$ cat config.mk
export PLATFORM = sky130hd
export DESIGN_NAME = seq_mult_flat
export DESIGN_NICKNAME = d
export VERILOG_FILES = /design/src/rtl/seq_mult_pkg.sv /design/src/rtl/seq_mult_if.sv /design/src/rtl/seq_mult_step.sv /design/src/rtl/seq_mult.sv /design/src/flat_wrapper.sv
export SDC_FILE = /design/constraint.sdc
export NUM_CORES = 1
export LEC_CHECK = 0
export ABC_CLOCK_PERIOD_IN_PS = 2100
export CAP_MARGIN = 20
export CORE_MARGIN = 2
export CORE_UTILIZATION = 54
export DETAILED_ROUTE_END_ITERATION = 8
export GPL_TIMING_DRIVEN = 1
export HOLD_SLACK_MARGIN = 0.15
export PLACE_DENSITY = 0.81
export SLEW_MARGIN = 10
export SYNTH_ARGS = -nofsm -noshare
export SYNTH_HDL_FRONTEND = slang
export SYNTH_SLANG_ARGS = --single-unit
$ cat constraint.sdc
create_clock -name clk -period 2.1 [get_ports clk]
set_input_delay 0.63 -clock clk [delete_from_list [all_inputs] [get_ports clk]]
set_output_delay 0.63 -clock clk [all_outputs]
set_load 0.02 [all_outputs]
$ cat src/rtl/seq_mult_pkg.sv
// ============================================================================
//  mult_pkg
//  Shared types and helpers for the sequential shift-add multiplier.
//  Rev 1.0 - initial release
// ============================================================================
`default_nettype none

package mult_pkg;

    localparam int MULT_W_DEFAULT = 3;

    typedef enum logic [1:0] {
        IDLE = 2'd0,
        RUN  = 2'd1,
        DONE = 2'd2
    } state_t;

    function automatic int clog2(input int value);
        int result;
        result = 0;
        while ((1 << result) < value) result++;
        return result;
    endfunction

endpackage

`default_nettype wire

$ cat src/rtl/seq_mult_if.sv
// ============================================================================
//  seq_mult_if
//  Start/done handshake and operand/product bus of the sequential multiplier.
//  Rev 1.0 - initial release
// ============================================================================
`default_nettype none

interface seq_mult_if
    import mult_pkg::*;
#(
    parameter int W = MULT_W_DEFAULT
);
    logic           start;
    logic [W-1:0]   A;
    logic [W-1:0]   B;
    logic           busy;
    logic           done;
    logic [2*W-1:0] S;

    modport master (output start, A, B, input busy, done, S);
    modport slave  (input start, A, B, output busy, done, S);
endinterface

`default_nettype wire

$ cat src/rtl/seq_mult_step.sv
// ============================================================================
//  mult_step
//  One shift-add iteration: conditional add of the multiplicand to the
//  accumulator upper half, carry kept in the (W+1)-bit sum.
//  Rev 1.0 - initial release
// ============================================================================
`default_nettype none

module mult_step
    import mult_pkg::*;
#(
    parameter int W = MULT_W_DEFAULT
) (
    input  wire logic [W-1:0] multiplicand,
    input  wire logic [W-1:0] acc_hi,
    input  wire logic         mplier_lsb,
    output logic      [W:0]   sum
);
    logic [W:0] w_addend;

    assign w_addend = mplier_lsb ? {1'b0, multiplicand} : '0;
    assign sum      = {1'b0, acc_hi} + w_addend;
endmodule

`default_nettype wire

$ cat src/rtl/seq_mult.sv
// ============================================================================
//  seq_mult
//  W-bit sequential shift-add multiplier, one product every W+1 cycles.
//  Optional macro SEQ_MULT_SIGNED_EN: two's complement operands and product.
//  Rev 1.0 - initial release
// ============================================================================
`default_nettype none

module seq_mult
    import mult_pkg::*;
#(
    parameter int W = MULT_W_DEFAULT
) (
    input wire logic  clk,
    input wire logic  rst,
    seq_mult_if.slave bus
);
    localparam int                 c_cnt_w    = clog2(W + 1);
    localparam logic [c_cnt_w-1:0] c_cnt_one  = c_cnt_w'(1);
    localparam logic [c_cnt_w-1:0] c_cnt_last = c_cnt_w'(W - 1);

    state_t               r_state;
    logic [W-1:0]         r_mcand;
    logic [W-1:0]         r_mplier;
    logic [2*W-1:0]       r_acc;
    logic [c_cnt_w-1:0]   r_cnt;
    logic [2*W-1:0]       r_s;
    logic                 r_busy;
    logic                 r_done;

    logic [W:0]           w_sum;
    logic [2*W-1:0]       w_next_acc;
    logic [W-1:0]         w_a_load;
    logic [W-1:0]         w_b_load;
    logic [2*W-1:0]       w_result;

    mult_step #(.W(W)) u_step (
        .multiplicand (r_mcand),
        .acc_hi       (r_acc[2*W-1:W]),
        .mplier_lsb   (r_mplier[0]),
        .sum          (w_sum)
    );

    // {carry, accumulator} shifted right by one: the lowest bit falls off
    assign w_next_acc = {w_sum, r_acc[W-1:1]};

`ifdef SEQ_MULT_SIGNED_EN
    logic r_sign;

    // Magnitude of the most-negative value is still correct as an unsigned W-bit number
    assign w_a_load = bus.A[W-1] ? -bus.A : bus.A;
    assign w_b_load = bus.B[W-1] ? -bus.B : bus.B;
    assign w_result = r_sign ? -w_next_acc : w_next_acc;

    always_ff @(posedge clk or posedge rst) begin
        if (rst) begin
            r_sign <= 1'b0;
        end else if ((r_state != RUN) && bus.start) begin
            r_sign <= bus.A[W-1] ^ bus.B[W-1];
        end
    end
`else
    assign w_a_load = bus.A;
    assign w_b_load = bus.B;
    assign w_result = w_next_acc;
`endif

    always_ff @(posedge clk or posedge rst) begin
        if (rst) begin
            r_state  <= IDLE;
            r_mcand  <= '0;
            r_mplier <= '0;
            r_acc    <= '0;
            r_cnt    <= '0;
            r_s      <= '0;
            r_busy   <= 1'b0;
            r_done   <= 1'b0;
        end else begin
            r_done <= 1'b0;
            case (r_state)
                IDLE, DONE: begin
                    if (bus.start) begin
                        r_mcand  <= w_a_load;
                        r_mplier <= w_b_load;
                        r_acc    <= '0;
                        r_cnt    <= '0;
                        r_busy   <= 1'b1;
                        r_state  <= RUN;
                    end else begin
                        r_state  <= IDLE;
                    end
                end
                RUN: begin
                    r_acc    <= w_next_acc;
                    r_mplier <= r_mplier >> 1;
                    r_cnt    <= r_cnt + c_cnt_one;
                    if (r_cnt == c_cnt_last) begin
                        r_s     <= w_result;
                        r_done  <= 1'b1;
                        r_busy  <= 1'b0;
                        r_state <= DONE;
                    end
                end
                default: r_state <= IDLE;
            endcase
        end
    end

    assign bus.busy = r_busy;
    assign bus.done = r_done;
    assign bus.S    = r_s;
endmodule

`default_nettype wire

$ cat src/flat_wrapper.sv
// flat-port wrapper written by rule: the top's interface ports become plain ports
module seq_mult_flat import mult_pkg::*;
#(
    parameter int W = MULT_W_DEFAULT
)
  (clk, rst, bus_start, bus_A, bus_B, bus_busy, bus_done, bus_S);
  seq_mult_if #(.W(W)) bus_i ();
  input wire logic clk;
  input wire logic rst;
  input wire logic [$bits(bus_i.start)-1:0] bus_start;
  input wire logic [$bits(bus_i.A)-1:0] bus_A;
  input wire logic [$bits(bus_i.B)-1:0] bus_B;
  output wire logic [$bits(bus_i.busy)-1:0] bus_busy;
  output wire logic [$bits(bus_i.done)-1:0] bus_done;
  output wire logic [$bits(bus_i.S)-1:0] bus_S;
  assign bus_i.start = bus_start;
  assign bus_i.A = bus_A;
  assign bus_i.B = bus_B;
  assign bus_busy = bus_i.busy;
  assign bus_done = bus_i.done;
  assign bus_S = bus_i.S;
  seq_mult #(.W(W)) u_core (.clk(clk), .rst(rst), .bus(bus_i));
endmodule
# [Word-level counts from Yosys, hierarchy flattened]
# Cells that the tools add are included.
# Widths: inputs -> output; s select.
[word_totals] reg_bits=24 latch_bits=0 ram_bits=0 mem_bits_ro=0 in_bits=9 out_inout_bits=8 n_memories=0
[classes] addsub=2 mul=0 n_div=0 n_lt_le_gt_ge=0 n_eq_ne=5 shifts=0 mux=15 n_bitwise=0 reduce_logical=7
[op_table] op="$pmux 6 s2" count=1
[op_table] op="$pmux 2 s2" count=2
[op_table] op="$mux 3" count=2
[op_table] op="$mux 6" count=1
[op_table] op="$pmux 3 s2" count=1
[op_table] op="$reduce_and 2->1" count=3
[op_table] op="$mux 1" count=5
[op_table] op="$add 3x4->4" count=1
[op_table] op="$eq 2x2->1 const B" count=2
[op_table] op="$mux 2" count=2
[op_table] op="$reduce_and 3->1" count=1
[op_table] op="$add 2x1->2 const B" count=1
[op_table] op="$eq 2x1->1 const B" count=1
[op_table] op="$logic_not 2->1" count=1
[op_table] op="$ne 2x1->1 const B" count=1
[op_table] op="$ne 2x2->1 const B" count=1
[op_table] op="$pmux 1 s2" count=1
[op_table] op="$reduce_bool 2->1" count=1
[op_table] op="$reduce_or 2->1" count=1

# [Longest topological paths before layout]
# Gate-level depths: netlist (run 1).
[logic_depth] ltp_word=4 mapped_depth=6

# [Hierarchy]
# From an unflattened synthesis (run 1), not the netlist that was laid out.
[unflattened] hier_cells=82 area_unflattened_um2=1072.3
[modules_own_cells] module="seq_mult" instances=1 cells_each=67 area_per_inst_um2=960.9 seq_area_each_um2=575.6
[modules_own_cells] module="mult_step" instances=1 cells_each=15 area_per_inst_um2=111.4 seq_area_each_um2=0.0

# [Least setup slack after synthesis (run 1)]
# Ideal clock, no wire load.
[synth_timing] path_kind="register -> register" start="reg u_core.r_mplier[0]" end="reg u_core.r_s[4] (netlist: u_core.bus.S[4])" setup_ns=0.126 arrival_time_ns=1.316 t_required_ns=1.974 setup_slack_ns=0.657 stages_incl_launch_ff=7 n_path_buf=0 synth_period_minus_slack_ns=1.443 cell_sequence="dfrtp_1 -> and2_1 -> ha_1 -> inv_1 -> fa_1 -> xor2_1 -> o21ai_0"
[synth_between] elab_chain_cells=2
[synth_rtl] item="from (decl)" line_no="seq_mult.sv:24" source="logic [W-1:0] r_mplier;"
[synth_rtl] item="from (signal assigned)" line_no="seq_mult.sv:84" source="r_mplier <= w_b_load;"
[synth_rtl] item="from (signal assigned)" line_no="seq_mult.sv:95" source="r_mplier <= r_mplier >> 1;"
[synth_rtl] item="$mux 3" line_no="seq_mult_step.sv:21" source="assign w_addend = mplier_lsb ? {1'b0, multiplicand} : '0;"
[synth_rtl] item="$add 3x4->4" line_no="seq_mult_step.sv:22" source="assign sum = {1'b0, acc_hi} + w_addend;"
[synth_rtl] item="to (signal assigned)" line_no="seq_mult.sv:98" source="r_s <= w_result;"
[synth_rtl] item="to (decl)" line_no="seq_mult.sv:27" source="logic [2*W-1:0] r_s;"
# No other way between the ends.
# A chain may end at the register's enable or synchronous reset.

# [Worst setup path in the final report (run 1)]
[layout_timing] start="reg u_core.r_s[1] (netlist: u_core.bus.S[1])" end="out bus_S[1]"
[layout_rtl] item="to (decl)" line_no="flat_wrapper.sv:15" source="output wire logic [$bits(bus_i.S)-1:0] bus_S;"
# No word-level cell between the ends.

==> results of run 1 <==
## per-stage QoR
| step | std cells | area (µm²) | setup WS, ns | utilization | total power [W] |
|---|---|---|---|---|---|
| 6_report | 135 | 1231 | 0.1851 | 0.7054 | 0.001690 |
| 5_1_grt | 135 | 1231 | 0.1247 | 0.7054 | 0.001822 |
| 4_1_cts | 135 | 1231 | 0.1679 | 0.7054 | 0.001702 |
| 3_5_place_dp | 131 | 1204 | 0.2052 | 0.6896 | 0.001496 |
| 3_3_place_gp | 131 | 1204 | 0.2264 | 0.6896 | 0.001456 |
| 2_1_floorplan | 91 | 1017 | 0.6572 | - | 0.001248 |
## flip-flops by register name (all words and copies together) (netlist names)
signal,flops
u_core.r_cnt,2
u_core.r_acc,5
u_core.r_mplier,3
u_core.bus.busy,1
u_core.bus.done,1
u_core.bus.S,6
u_core.r_state,2
u_core.r_mcand,3
## cell families after synthesis
logic type,share of synthesized area
XOR/XNOR,0.008612
flip-flops,0.5658
multiplexers,0.04059
buffers and inverters,0.04551
AO/OA/AOI/OAI,0.1169
AND/OR/NAND/NOR,0.1538
adder cells (fa/ha/maj),0.06888
## where the power goes
| group | switching [W] | internal (W) | leakage (nW) |
|---|---|---|---|
| Clock | 0.000127 | 0.0000710 | 0.0177 |
| Sequential | 0.000126 | 0.000618 | 0.293 |
| Combinational | 0.000393 | 0.000355 | 0.293 |
## per-layer routing
layer | vias up | track usage | wire [µm]
li1 | 340 | - | -
met1 | 356 | 0.2463 | 793
met2 | 26 | 0.3135 | 903
met3 | 4 | 0.03462 | 95
met4 | 0 | 0.08333 | 34
met5 | - | 0 | 0
## worst max-delay path by stage
stage / depth (start not counted) / to / start
6_report: 1 / bus_S[1] / u_core.bus.S[1]$_DFFE_PP0P_
5_1_grt: 1 / bus_S[0] / u_core.bus.S[0]$_DFFE_PP0P_
4_1_cts: 1 / bus_S[1] / u_core.bus.S[1]$_DFFE_PP0P_
3_5_place_dp: 4 / u_core.r_acc[2]$_DFFE_PP0P_ / bus_start
3_3_place_gp: 4 / u_core.r_acc[2]$_DFFE_PP0P_ / bus_start
2_1_floorplan: 6 / u_core.bus.S[4]$_DFFE_PP0P_ / u_core.r_mplier[0]$_DFFE_PP0P_
## cell usage in the layout, fill, tap and decap left out, types with 2 or more instances in the layout
cell | synthesis | layout
clkdlybuf4s50_1 | 0 | 16
ha_1 | 4 | 4
a22o_1 | 3 | 3
nand2_1 | 14 | 14
and2_1 | 2 | 2
buf_4 | 0 | 2
nand2b_1 | 2 | 2
nor2_1 | 5 | 5
o22ai_1 | 2 | 2
o21ai_0 | 8 | 8
nor3_1 | 2 | 2
mux2_4 | 2 | 2
o2bb2ai_1 | 2 | 2
dfrtp_1 | 23 | 23
clkbuf_4 | 0 | 3
inv_1 | 7 | 7
## final cells by class
| type | instances | area (µm²) | area share |
|---|---|---|---|
| Multi-Input combinational cell | 58 | 395.4 | 0.3211 |
| Sequential cell | 23 | 575.6 | 0.4675 |
| Inverter | 7 | 26.28 | 0.02134 |
| Tap cell | 25 | 31.28 | 0.02541 |
| Timing Repair Buffer | 18 | 175.2 | 0.1423 |
| Clock inverter | 1 | 5.005 | 0.004065 |
| Clock buffer | 3 | 22.52 | 0.01829 |
==> impl_results.md, run 1 <==
- Syn_area_per_cell: 11.18 µm²
- Hold_sp: u_core.bus.S[5]$_DFFE_PP0P_
- Critical R2R Launch: u_core.r_mplier[0]$_DFFE_PP0P_
- Slew Viols, Final: 0
- Static leakage: 0.6034 nW
- R2r endpoint: u_core.bus.S[4]$_DFFE_PP0P_
- Number of gates given a new drive strength after cts: 0
- Syn Inst Count: 91
- Worst Path Max Fanout: 2
- Final sum of negative setup slack: 0 ns
- Drt first pass iters: 4
- Final worst-path cycle share: 0.9118
- WP data required: 1.47 ns
- CP startpoint kind: register
- Detailed Route Iter0 Violations: 14
- DRC: 0
- Clock tree from TritonCTS: done
- Most frequent cells after synthesis: dfrtp_1, nand2_1, o21ai_0, inv_1, nor2_1
- Pin slew with the least headroom to its limit: 0.3898 ns
- Most common cell in the netlist: dfrtp_1
- Wire length of the first global-routing pass: 2932 µm
- Synth cell types: 28
- Unrepaired setup endpoints after global routing: no
- Antenna violations before repair: 0
- Peak supply drop: 0.0007560 V
- Dominant cells by area after synthesis: dfrtp_1, nand2_1, ha_1, o21ai_0, mux2_4
- Post-synth top flop: dfrtp_1
- Share of layout cells above drive strength 1: 0.1273
- Number of setup buffers added after CTS: 0
- Clock input transition at the sequential cells of the worst setup and hold paths: 0.13 ns
- Crit path kind: reg -> out
- Number of storage elements in the synthesis netlist: 23
- Placer Congestion: 0.8126
- Fillcell total: 131
- Normalized max-slew margin: 0.7396
- Avg Vias per Cell: 5.378
- Number of max-cap violations: 0
- Core Box Area: 1745 µm²
- Sequence of cells on the critical path: clkdlybuf4s50_1
- Master of the slowest instance on the critical path: clkdlybuf4s50_1
- Number of global-route vias before repair: 697
- Clock latency reported for the late side of the worst-skew pair: 0.30 ns
- Diode count: 0
- Antenna viol nets, final: 0
- Depth of the worst register-to-register path: 6
- Crit path arrival time: 1.28 ns
- Post-synthesis to final-layout area growth: 21.03%
- Starting Density: 0.5828
- Largest net degree at the start of global routing: 24
- Cell taking the most area after synthesis: dfrtp_1
- Total via count after detailed routing: 726
- Largest stage delay on the critical path: 0.61 ns
- CP bufs+invs: 1
- Width of the chip: 47.40 µm
- # H-tree levels: 1
- Port-buffer cells: 16
- Sequential fraction of the synthesis area: 0.5658
- Worst Hold Depth: 2
- Minimum clock period after layout: 1.915 ns
- Power per standard cell area: 1372 nW/µm²
- Clock tree root buffer cell: clkbuf_4
- Tightest Hold Check Type: reg -> reg
- Height of the die: 47.40 µm
- Netlist area before placement: 1017 µm²
- Max clock buf depth: 2
- Setup violators final: 0
- Synth warn: 0
- Worst min-delay path endpoint: u_core.bus.S[5]$_DFFE_PP0P_
- Top Ports: 17
- Overall overflow remaining after global route: 0
- Run status: completed
- Number of hold violations in the final report: 0
- Slack of the worst reg-to-reg path: 0.48 ns
- DP HPWL: 1333 µm
- Routed length per instance: 13.53 µm
- Area share of the largest cell type after synthesis: 0.5658
- Wirelength, routed: 1826 µm
- Combined global-route utilization of all metal layers: 0.1911
- Number of buffers added to fix hold violations after cts: 0
- Net count of the finished layout: 125
- Area of the die: 2247 µm²
- Type of destination of the critical path: output pin
- Net count after synthesis: 105
- Number of cell rows: 15
- CP top delay family: buffers and inverters
- Total clock buffers created by CTS: 3
- Fraction of synthesis flops using an asynchronous set or reset pin: 1.000
- Clock skew: 0.007348 ns
- Max Fclk: 0.5222 GHz
- EDFF count, synth: 0
- WHS: 0.4936 ns
- Number of clock sinks seen by CTS: 23
Power figures use the tool's default switching activity.
==> run 2, diff against run 1 <==
CAP_MARGIN = unset   (was 20)
CORE_ASPECT_RATIO = 1.5   (was unset)
CORE_UTILIZATION = 45   (was 54)
PLACE_DENSITY = 0.69   (was 0.81)
==> run 2 against run 1 <==
  * Register-to-register slack hardly changed
  * Power shrank 0.88%
  * Cell count fell by 1.5%
  * Cell area down 0.30%
  * Global-route usage fell by 4.3 points
  * Clock-buffer cell count increased by 1
  * Routed wire length down 6.2%
  * Setup slack got worse by 0.0021 ns
  * Core utilization is 14 points lower
  * Critical path depth unchanged
  * Combinational power shrank 2%
  * First-iteration DRC count stayed put
  * Largest cell class unchanged
==> impl_results.md, run 2 (same netlist as run 1, synthesis figures left out) <==
- Routed metal-1 wire length: 796 µm (+0.38%)
- Static leakage: 0.6007 nW (-0.45%)
- Width of the chip: 42.82 µm (-9.7%)
- Number of gates given a new drive strength after cts: 0 (unchanged)
- Clock input transition at the sequential cells of the worst setup and hold paths: 0.12 ns (about the same)
- Minimum clock period after layout: 1.917 ns (+0.002103 ns)
- Largest stage delay on the critical path: 0.60 ns (about the same)
- Net count of the finished layout: 125 (unchanged)
- WHS: 0.4857 ns (-0.007895 ns)
- Depth of the worst register-to-register path: 6 (unchanged)
- Clock tree from TritonCTS: done
- Pin slew with the least headroom to its limit: 0.3034 ns (-0.08634 ns)
- Fillcell total: 205 (+56%)
- Most common cell after layout, fill and taps aside: dfrtp_1
- Instance count on the critical path: 1 (unchanged)
- Clock latency reported for the late side of the worst-skew pair: 0.32 ns (+0.02 ns)
- Power per standard cell area: 1364 nW/µm² (-0.58%)
- CP bufs+invs: 1 (unchanged)
- Met3 layer wire length in the routed design: 63 µm (-34%)
- Top Ports: 17 (unchanged)
- Detailed-routed wire length on met2: 809 µm (-10%)
- Wirelength, routed: 1713 µm (-6.2%)
- Normalized max-slew margin: 0.7977 (+0.05809)
- Unrepaired setup endpoints after global routing: no
- Placer Congestion: 0.8086 (-0.49%)
- Worst Hold Depth: 2 (unchanged)
- Clock tree root buffer cell: clkbuf_4
- Final sum of negative setup slack: 0 ns (unchanged)
- Drt first pass iters: 4 (unchanged)
- Crit path arrival time: 1.29 ns (about the same)
- # H-tree levels: 1 (unchanged)
- Clock skew: 0.008541 ns (+0.001193 ns)
- Number of global-route vias before repair: 664 (-4.7%)
- Total clock buffers created by CTS: 3 (unchanged)
- Max clock buf depth: 2 (unchanged)
- Peak supply drop: 0.0005696 V (-25%)
- Most frequent cells in the layout: dfrtp_1, clkdlybuf4s50_1, nand2_1, o21ai_0, inv_1
- Number of max-cap violations: 0 (unchanged)
- Final worst-path cycle share: 0.9129 (+0.001001)
- Slew Viols, Final: 0 (unchanged)
- Top layer used by detailed routing: met4
- Antenna violations before repair: 0 (unchanged)
- Master of the slowest instance on the critical path: clkdlybuf4s50_1
- Height of the die: 62.23 µm (+31%)
- DRC: 0 (unchanged)
- Area of the die: 2665 µm² (+19%)
- Tightest Hold Check Type: reg -> reg
- Overall overflow remaining after global route: 0 (unchanged)
- Type of destination of the critical path: output pin
- Routed length per instance: 12.88 µm (-4.8%)
- Wire length of the first global-routing pass: 2987 µm (+1.9%)
- Post-synthesis to final-layout area growth: 20.66%
- DP HPWL: 1237 µm (-7.2%)
- Number of cell rows: 21 (+6)
- Starting Density: 0.4664 (-0.1164)
- Detailed Route Iter0 Violations: 14 (unchanged)
- Run status: completed
- Flip-flop count of the largest register after layout: 6 (unchanged)
- Max Fclk: 0.5217 GHz (-0.11%)
- Antenna viol nets, final: 0 (unchanged)
- Number of setup buffers added after CTS: 0 (unchanged)
- WP data required: 1.47 ns (about the same)
- Number of hold violations in the final report: 0 (unchanged)
- Port-buffer cells: 16 (unchanged)
- Share of layout cells above drive strength 1: 0.1182 (-0.009091)
- Core Box Area: 2181 µm² (+25%)
- Combined global-route utilization of all metal layers: 0.1484 (-0.04265)
- Sequence of cells on the critical path: clkdlybuf4s50_1
- Setup violators final: 0 (unchanged)
- Total via count after detailed routing: 701 (-3.4%)
- Crit path kind: reg -> out
- Number of buffers added to fix hold violations after cts: 0 (unchanged)
- CP startpoint kind: register
- Number of clock sinks seen by CTS: 23 (unchanged)
- Diode count: 0 (unchanged)
- Worst Path Max Fanout: 2 (unchanged)
- CP top delay family: buffers and inverters
- Avg Vias per Cell: 5.271 (-2.0%)
- Largest net degree at the start of global routing: 24 (unchanged)
run 2: layout make-up:
cell class | count | area (µm²) | share of cell area
flip-flops and latches | 23 | 575.6 | 0.4689
repair buffers | 18 | 175.2 | 0.1427
well taps | 23 | 28.78 | 0.02345
inverters | 7 | 26.28 | 0.02141
multi-input cells | 58 | 395.4 | 0.3221
clock buffers | 4 | 26.28 | 0.02141
run 2: metrics by stage:
stage / instances / worst slack, ns / utilization / power (W) / area [µm²]
floorplan: 91 / 0.6572 / - / 0.001248 / 1017
global placement: 129 / 0.3131 / 0.5508 / 0.001454 / 1201
detailed placement: 129 / 0.3013 / 0.5508 / 0.001482 / 1201
CTS: 133 / 0.1705 / 0.5628 / 0.001688 / 1227
global route: 133 / 0.1305 / 0.5628 / 0.001808 / 1227
finish: 133 / 0.1830 / 0.5628 / 0.001675 / 1227
run 2: path summary, 6_finish.rpt:
kind | from | end | slack (ns)
worst min-delay path | u_core.r_mcand[2]$_DFFE_PP0P_ | u_core.r_mcand[2]$_DFFE_PP0P_ | 0.49
max in group asynchronous | rst | u_core.bus.S[3]$_DFFE_PP0P_ | 1.24
worst max-delay path | u_core.bus.S[0]$_DFFE_PP0P_ | bus_S[0] | 0.18
min in group asynchronous | rst | u_core.r_acc[5]$_DFFE_PP0P_ | 0.64
worst max register to register | u_core.r_mplier[0]$_DFFE_PP0P_ | u_core.bus.S[4]$_DFFE_PP0P_ | 0.49
worst min register to register | u_core.r_mcand[2]$_DFFE_PP0P_ | u_core.r_mcand[2]$_DFFE_PP0P_ | 0.49
run 2: worst register-to-register path, cell delays in order, from the launching register on:
cell and delay [ns]:
dfrtp_1 0.40, and2_1 0.14, ha_1 0.17, inv_1 0.07, fa_1 0.40, xor2_1 0.21, o21ai_0 0.10
run 2: layer usage:
metal	track usage	vias up
met3	0.01744	4
met2	0.2273	16
li1	-	341
met1	0.1950	340
met5	0	-
met4	0.09375	0
run 2: where the power goes:
part / switching [W] / total (W) / internal (W) / leakage [nW]
clock: 0.000133 / 0.000207 / 0.0000744 / 0.0150
combinational: 0.000380 / 0.000735 / 0.000355 / 0.293
sequential: 0.000115 / 0.000732 / 0.000617 / 0.293
==> RTL edit: new RTL, config.mk and constraints of run 2 <==
The option `SEQ_MULT_SIGNED_EN` is turned on by a define.
--- a/src/rtl/seq_mult.sv
+++ b/src/rtl/seq_mult.sv
@@ -5,6 +5,8 @@
 //  Rev 1.0 - initial release
 // ============================================================================
 `default_nettype none
+
+`define SEQ_MULT_SIGNED_EN
 
 module seq_mult
     import mult_pkg::*;
Behaviour: not the same (Yosys sat finds a counterexample within 10 cycles, from zero or initial values and one cycle with rst high).
==> RTL edit against run 2 <==
- routed wire length increased by 46%
- cell area increased by 29%
- setup slack got worse by 0.10 ns
- largest cell class is now multi-input gates
- synthesized area increased by 30%
- via count increased by 37%
- sequential share of layout area decreased by 8.9 points
- utilization decreased by 0.89 points
- largest power group unchanged
- synthesized cell count increased by 47%
- total power increased by 29%
- fmax decreased by 5.0%
- sequential cell count increased by 1
==> RTL edit: results (changes against run 2) <==
| Metric | Value |
|---|---|
| Status | complete, no violations |
| Detail Placement HPWL | 1770 µm (+43%) |
| Most frequent cells after synthesis | nand2_1 (27), dfrtp_1 (24), inv_1 (13) |
| Synthesized net count | 151 (+44%) |
| Slowest cell on the critical path | fa_2 |
| Synthesis Warnings | 0 (unchanged) |
| Initial DRC count | 11 (-3) |
| Diode count | 0 (unchanged) |
| First-pass GRT wire length | 4060 µm (+36%) |
| Post-Synth Adder-Cell Area | 8.12% (+1.2 points) |
| Synth top area cells | dfrtp_1 (45%), nand2_1 (7.6%), ha_1 (6.6%) |
| Worst Path Max Fanout | 5 (+3) |
| Grt total ovfl | 0 (unchanged) |
| Pint | 1.33 mW (+27%) |
| DRT Pass-1 Iters | 4 (unchanged) |
| Final GP Congestion | 0.766 (-5.3%) |
| Post-synthesis async set-or-reset flop share | 100% (unchanged) |
| Cell variety after synth | 36 (+29%) |
| Post-synthesis mux area share | 3.97% (-0.093 points) |
| Setup Skew | 0.00269 ns (-0.00585 ns) |
| CTS Buf Count | 3 (unchanged) |
| Clock root cell | clkbuf_8 |
| Antenna violations before repair | 0 (unchanged) |
| Slowest stage delay, CP | 0.58 ns (-0.02 ns) |
| Vias in the first global route | 918 (+38%) |
| VDD IR max | 0.000651 V (+14%) |
| Slew of the pin with the lowest slew margin | 0.579 ns (+0.276 ns) |
| Post-synthesis compound-gate area fraction | 14.7% (+3.0 points) |
| Max reg flops | 6 (unchanged) |
| Max clock buf depth | 2 (unchanged) |
| Layout cells sized above 1 | 11.8% (+0.024 points) |
| # H-tree levels | 1 (unchanged) |
| Clock-pin slew on the worst setup and hold paths | 0.08 ns (-0.04 ns) |
| Final WL | 2500 µm (+46%) |
| Vias | 957 (+37%) |
| Gr usage total | 15.5% (+0.64 points) |
| Register area share after synthesis | 45.3% (-11 points) |
| Post-synthesis xor/xnor area fraction | 5.19% (+4.3 points) |
| Hold crit path type | register to register |
| Static Leakage | 0.748 nW (+24%) |
| Largest net degree at the start of global routing | 25 (+4.2%) |
| # setup viols final | 0 (unchanged) |
| DP Worst Slack | 0.0568 ns (-0.244 ns) |
| Final #Nets | 170 (+36%) |
| Fillers | 253 (+23%) |
| I/O Buffers | 16 (unchanged) |
| Clk Latency, worst-skew pair | 0.27 ns (-0.05 ns) |
RTL edit: changes by cell type after synthesis, moves of 3 or more:
cell	before	now
o31ai_1	0	5
nor2_1	5	1
inv_1	7	13
xnor2_1	0	5
o21ai_1	0	9
nand2_1	14	27
mux2i_1	0	3
ha_1	4	7
RTL edit: path summary, 6_finish.rpt:
| check | endpoint | start | depth (start not counted) | slack [ns] |
|---|---|---|---|---|
| min in group asynchronous | u_core.bus.done | rst | 3 | 0.70 |
| worst min-delay path | u_core.bus.S[3] | u_core.bus.S[3] | 2 | 0.48 |
| max in group asynchronous | u_core.r_acc[4] | rst | 3 | 1.17 |
| worst min register to register | u_core.bus.S[3] | u_core.bus.S[3] | 2 | 0.48 |
| worst max register to register | u_core.bus.S[5] | u_core.r_mplier[0] | 8 | 0.08 |
| worst max-delay path | u_core.bus.S[5] | u_core.r_mplier[0] | 8 | 0.08 |
RTL edit: cell families (layout without fill, tap and decap cells):
logic type,Yosys count,after routing
AOI/OAI and AO/OA,32,32
buffers and inverters,19,37
muxes,5,5
adders and majority gates,8,8
DFF,24,24
xor gates and xnor gates,7,7
and+or+nand+nor,39,39
RTL edit: layout make-up:
type	instances	share of cell area [%]
multi-input cells	91	40.3
flip-flops and latches	24	38.0
repair buffers	20	12.0
clock buffers	4	3.48
inverters	13	3.09
well taps	39	3.09
RTL edit: what timing repair did:
item,in CTS,in global routing
buffers inserted,0,2
gates resized for setup,0,2
setup endpoints to repair,0,1
endpoints found under the hold margin,0,0
RTL edit: metal layers:
metal	share of wire (%)	global-route usage, %	vias to the layer above
met3	4.0	2.78	6
met5	0	0	-
met4	3.1	9.21	0
li1	-	-	479
met2	53	28.4	26
met1	40	16.2	446
RTL edit: critical path, delay by kind of cell, from the launching register on:
kind / cells / cell delay [ns]
compound gates: 2 / 0.16
simple gates: 2 / 0.35
buf+inv: 1 / 0.08
flops: 1 / 0.41
xor+xnor: 1 / 0.17
fa+ha+maj: 2 / 0.74
RTL edit: stage by stage:
stage | utilization, % | cell area, µm² | power (mW) | std cells | hold slack (ns)
floorplan | - | 1330 | 1.56 | 134 | 0.441
detailed placement | 52.5 | 1500 | 1.80 | 185 | 0.464
finish | 55.4 | 1580 | 2.17 | 191 | 0.480
CTS | 54.5 | 1550 | 2.11 | 189 | 0.483
global route | 55.4 | 1580 | 2.32 | 191 | 0.511
global placement | 52.5 | 1500 | 1.75 | 185 | 0.455
RTL edit: power by group through the flow:
stage	clock network (mW)	registers, mW	logic, mW
floorplan	0	0.812	0.747
global placement	0	0.818	0.933
detailed placement	0	0.833	0.966
CTS	0.320	0.822	0.970
global route	0.342	0.860	1.12
finish	0.314	0.833	1.02
